`src/rtl/bound_flasher_pkg.sv`:
```
// Shared types and fixed bounds for the 16-lamp bound flasher.
// State encoding here is also what the optional debug port exposes.
package bound_flasher_pkg;

   localparam int         N_LED_DEF = 16;
   localparam int         CW        = 5;

   localparam logic [4:0] C_FULL  = 5'd16;
   localparam logic [4:0] C_MID   = 5'd5;
   localparam logic [4:0] C_HIGH  = 5'd11;
   localparam logic [4:0] C_LOW   = 5'd6;
   localparam logic [4:0] C_ZERO  = 5'd0;

   localparam logic [4:0] KICK_LO = 5'd6;
   localparam logic [4:0] KICK_HI = 5'd11;

   typedef enum logic [2:0] {
      IDLE = 3'd0,
      UP15 = 3'd1,
      KB0  = 3'd2,
      DN5  = 3'd3,
      UP10 = 3'd4,
      DN0  = 3'd5,
      UP5  = 3'd6,
      DNE  = 3'd7
   } bf_state_e;

   function automatic logic is_kick(logic [4:0] c);
      return (c == KICK_LO) || (c == KICK_HI);
   endfunction

endpackage

```
`src/rtl/bound_flasher_core_therm_dec.sv`:
```
// Lit-lamp count to thermometer code: lamp i is on when count > i.
// Counts above N_LED saturate to all lamps lit.
module bf_therm_dec
   import bound_flasher_pkg::*;
#(
   parameter int N_LED = N_LED_DEF
) (
   input  logic [CW-1:0]    cnt_i,
   output logic [N_LED-1:0] led_o
);

   always_comb begin
      led_o = '0;
      for (int i = 0; i < N_LED; i++) begin
         led_o[i] = (cnt_i > CW'(i));
      end
   end

endmodule

```
`src/rtl/bound_flasher_core.sv`:
```
// Bound flasher: thermometer bar grows/shrinks 16,5,11,0,6,0 with kickbacks.
// Define BOUND_FLASHER_STATE_OUT_EN to expose the FSM state on state_o.
module bound_flasher_core
   import bound_flasher_pkg::*;
#(
   parameter int N_LED = N_LED_DEF
) (
   input  logic             clk,
   input  logic             rst_n,
   input  logic             flick,
   output logic [N_LED-1:0] LED
`ifdef BOUND_FLASHER_STATE_OUT_EN
   ,
   output logic [2:0]       state_o
`endif
);

   bf_state_e        state_q, state_d;
   logic [CW-1:0]    cnt_q, cnt_d;
   logic [N_LED-1:0] led_q, led_d;

   // Every turning point shows its bound for one cycle, then steps the other way.
   always_comb begin
      state_d = state_q;
      cnt_d   = cnt_q;
      unique case (state_q)
         IDLE: begin
            cnt_d = C_ZERO;
            if (flick) begin
               cnt_d   = 5'd1;
               state_d = UP15;
            end
         end
         UP15: begin
            if (flick && is_kick(cnt_q)) begin
               cnt_d   = cnt_q - 5'd1;
               state_d = KB0;
            end else if (cnt_q == C_FULL) begin
               cnt_d   = cnt_q - 5'd1;
               state_d = DN5;
            end else begin
               cnt_d   = cnt_q + 5'd1;
            end
         end
         KB0: begin
            if (cnt_q == C_ZERO) begin
               cnt_d   = 5'd1;
               state_d = UP15;
            end else begin
               cnt_d   = cnt_q - 5'd1;
            end
         end
         DN5: begin
            if (cnt_q == C_MID) begin
               cnt_d   = cnt_q + 5'd1;
               state_d = UP10;
            end else begin
               cnt_d   = cnt_q - 5'd1;
            end
         end
         UP10: begin
            if (cnt_q == C_HIGH) begin
               cnt_d   = cnt_q - 5'd1;
               state_d = flick ? DN5 : DN0;
            end else begin
               cnt_d   = cnt_q + 5'd1;
            end
         end
         DN0: begin
            if (cnt_q == C_ZERO) begin
               cnt_d   = 5'd1;
               state_d = UP5;
            end else begin
               cnt_d   = cnt_q - 5'd1;
            end
         end
         UP5: begin
            if (cnt_q == C_LOW) begin
               cnt_d   = cnt_q - 5'd1;
               state_d = DNE;
            end else begin
               cnt_d   = cnt_q + 5'd1;
            end
         end
         DNE: begin
            if (cnt_q == C_ZERO) begin
               state_d = IDLE;
            end else begin
               cnt_d   = cnt_q - 5'd1;
            end
         end
         default: begin
            cnt_d   = C_ZERO;
            state_d = IDLE;
         end
      endcase
   end

   bf_therm_dec #(
      .N_LED (N_LED)
   ) u_dec (
      .cnt_i (cnt_d),
      .led_o (led_d)
   );

   always_ff @(posedge clk) begin
      if (!rst_n) begin
         state_q <= IDLE;
         cnt_q   <= C_ZERO;
         led_q   <= '0;
      end else begin
         state_q <= state_d;
         cnt_q   <= cnt_d;
         led_q   <= led_d;
      end
   end

   assign LED = led_q;

`ifdef BOUND_FLASHER_STATE_OUT_EN
   assign state_o = state_q;
`endif

endmodule

```
`config.mk`:
```
export PLATFORM = sky130hd
export DESIGN_NAME = bound_flasher_core
export DESIGN_NICKNAME = d
export VERILOG_FILES = /design/src/rtl/bound_flasher_pkg.sv /design/src/rtl/bound_flasher_core_therm_dec.sv /design/src/rtl/bound_flasher_core.sv
export SDC_FILE = /design/constraint.sdc
export NUM_CORES = 1
export LEC_CHECK = 0
export ABC_AREA = 1
export CAP_MARGIN = 20
export CORE_ASPECT_RATIO = 1.4
export CORE_MARGIN = 2
export CORE_UTILIZATION = 45
export DETAILED_ROUTE_END_ITERATION = 10
export HOLD_SLACK_MARGIN = 0.02
export PLACE_DENSITY = 0.77
export SYNTH_ARGS = -nofsm -noshare
export SYNTH_HDL_FRONTEND = slang
export SYNTH_HIERARCHICAL = 1
export SYNTH_SLANG_ARGS = --single-unit
```
`constraint.sdc`:
```
create_clock -name clk -period 1.8 [get_ports clk]
set_input_delay 0.36 -clock clk [delete_from_list [all_inputs] [get_ports clk]]
set_output_delay 0.36 -clock clk [all_outputs]
set_load 0.01 [all_outputs]
```
==> run summary, run 1 <==
area of the core - 0.003643 sq mm
DR vias - 1896
count of cell types in the netlist - 32
Max Clk Rate - 0.5145 GHz
# DRC - 0
Congestion Overflow GR - 0
vias in the first global route - 1927
diodes inserted - 0
DRT antenna net count - 0
worst hold margin - 0.5252 ns
Setup-failing EPs final - 14
WS Path Type - flip-flop to flip-flop
Yosys warning total - 6
Worst Tran Pin Value - 0.3606 ns
Buffers on Ports - 18
element type at the critical path end - flip-flop
synthesized area - 0.001717 sq mm
initial drt markers - 62
initial antenna violation count - 0
fill cell count - 253
placed instance count - 353
CP max stage delay - 0.37 ns
maximum vdd drop - 1.081 mV
CTS Sinks - 24
CP required - 2.02 ns
Final WS setup - -0.1437 ns
wire per inst - 14.47 um
worst min-delay path category - flip-flop to flip-flop
Die ar. - 0.004332 sq mm
Longest Clk Path Bufs - 2
most frequent cells in the layout - nand2_1 (57), buf_4 (48), inv_1 (30)
Final nets - 336
Total GRT Usage - 24.09%
largest net degree at the start of global routing - 15
Post-CTS Hold Buffers - 0
Max Slew Vio Count - 0
maximum fanout along the worst path - 5
status - finished, violations left
Initial Utilization - 47.12%
Synth-to-Final Area Change - 56.05%
setup repair after global routing missed its margin - true
Final Hold Vio Count - 0
Clock Skews - 0.002064 ns
GPL Wtd Cong - 0.9189
Chip Width - 56.20 um
total wire length - 5339 um
CTS tree - done
clk slew on worst S/H paths - 0.08 ns
Finished Core Util - 73.52%
Worst path top cell family by delay - simple AND/OR/NAND/NOR gates
Maximum Capacitance Violations - 0
total CTS buffers - 3
Power, Total - 4.412 mW
WP data arrival - 2.17 ns
# H-tree levels - 1
slowest cell on the critical path - dfxtp_4
share of layout cells above drive strength 1 - 45.87%
DR vias/cell - 5.138
I/O pin total - 19
mean post-synth cell area - 6.628 sq um
failing checks - setup timing
register area share after synthesis - 27.99%
register bit count reported by yosys - 24
DPL Wire Length - 3426 um
startpoint types - flip-flop
final instance area - 0.002679 sq mm
cell count after synthesis - 259
drt pass-1 iters - 4
Syn Nets - 267
die height - 77.08 um
first-pass GRT wire length - 8273 um
Row Count - 26
placed inst area - 0.002248 sq mm
Slew Limit Headroom - 75.88%
Final Non-Filler Cells - 369
Root Driver - clkbuf_8
Power Density - 1647 mW/mm^2
commonest non-fill, non-tap cell in the layout - nand2_1
Bufs and invs on worst path - 5
crit path cell chain - inv_6, ha_4, inv_4, nor2_4, nand2_4, buf_6, o21ai_2, nor2_2, nand3_2, nand2_2, nand2_4, inv_1, nor2_1, nand2_2, nand3_1, nand2_1, inv_1
Skew-Pair Late Insertion Delay - 0.27 ns
Pleak - 1.380 nW
Final period util - 108.0%
fin crit period - 1.944 ns
==> per-layer routing <==
metal,vias up,track usage [%],routed length [um]
li1,939,-,-
met1,877,24.02,1906
met2,63,44.94,3007
met3,17,3.373,188
met4,0,15.71,235
met5,-,0,0
==> final timing paths <==
check | end | cells past startpoint | start | slack [ns]
worst min register to register | state_q[2] | 2 | state_q[2] | 0.53
worst min-delay path | state_q[2] | 2 | state_q[2] | 0.53
worst max register to register | LED[10] | 17 | cnt_q[0] | -0.14
worst max-delay path | LED[10] | 17 | cnt_q[0] | -0.14
==> cell usage after synthesis (all sizes together) <==
master	number	area [sq um]
clkbuf	3	21.27
nand3b	2	15.01
o22ai	1	6.260
xnor2	1	8.760
dfxtp	24	480.5
clkinv	2	7.510
buf	4	31.27
and2	1	6.260
o211ai	1	7.510
nor2	33	186.4
xor2	4	35.03
a21oi	5	28.78
o21ai	17	88.83
a41oi	1	8.760
nand4	5	31.28
nand2	79	341.6
inv	47	176.4
nand3	24	172.7
ha	5	62.56
==> per-stage QoR <==
stage,setup slack (ns),TNS [ns]
floorplan,0.03990,0
global placement,-0.2240,-1.979
detailed placement,-0.2395,-2.383
CTS,-0.09469,-0.6994
global route,-0.2800,-2.977
finish,-0.1437,-1.226
==> cell families (layout without fill, tap and decap cells) <==
family          after synthesis  after routing  share of synthesized area (%)
xor+xnor                      5              5                          2.551
simple gates                144            144                          43.88
fa+ha+maj                     5              5                          3.644
buf+inv                      56            124                          13.78
flops                        24             24                          27.99
compound gates               25             25                          8.164
==> where the power goes <==
group          leakage, nW  internal [mW]  total (mW)  switching (mW)
clock               0.0357          0.297       0.466           0.169
combinational         1.15           1.41        3.10            1.70
sequential           0.199          0.703       0.844           0.141
total                 1.38           2.41        4.41            2.01
==> worst register-to-register path, cell delays in order (launching register included) <==
cell and delay, ns:
dfxtp_4 0.37, inv_6 0.08, ha_4 0.14, inv_4 0.03
nor2_4 0.09, nand2_4 0.09, buf_6 0.14, o21ai_2 0.13
nor2_2 0.07, nand3_2 0.07, nand2_2 0.08, nand2_4 0.12
inv_1 0.08, nor2_1 0.18, nand2_2 0.08, nand3_1 0.07
nand2_1 0.05, inv_1 0.04
==> sequential cells by signal, summed over array words and instances (netlist names) <==
| signal | flops |
|---|---|
| state_q | 3 |
| cnt_q | 5 |
| LED | 16 |
==> cell type report <==
type,count,area [sq um],share of cell area [%]
clock buffer,3,41.29,1.541
clock inverter,1,30.03,1.121
inverter,49,198.9,7.426
multi-input combinational,179,1266,47.27
sequential,24,493.0,18.40
tap,42,52.55,1.962
timing repair buffer,71,596.8,22.28
==> what timing repair did <==
action,in CTS,in global routing
setup buffers,10,5
pin swaps,21,40
setup endpoints to repair,16,18
gates resized for setup,45,40
Note: power is estimated with default switching activity, not from simulation.
==> inputs of run 2 (changes only) <==
--- a/config.mk
+++ b/config.mk
@@ -11,7 +11,7 @@
 export CORE_MARGIN = 2
 export CORE_UTILIZATION = 45
 export DETAILED_ROUTE_END_ITERATION = 10
-export HOLD_SLACK_MARGIN = 0.02
+export HOLD_SLACK_MARGIN = 0.15
 export PLACE_DENSITY = 0.77
 export SYNTH_ARGS = -nofsm -noshare
 export SYNTH_HDL_FRONTEND = slang
==> results of run 2 <==
No change in the layout: final DEF, timing and power equal those of run 1.
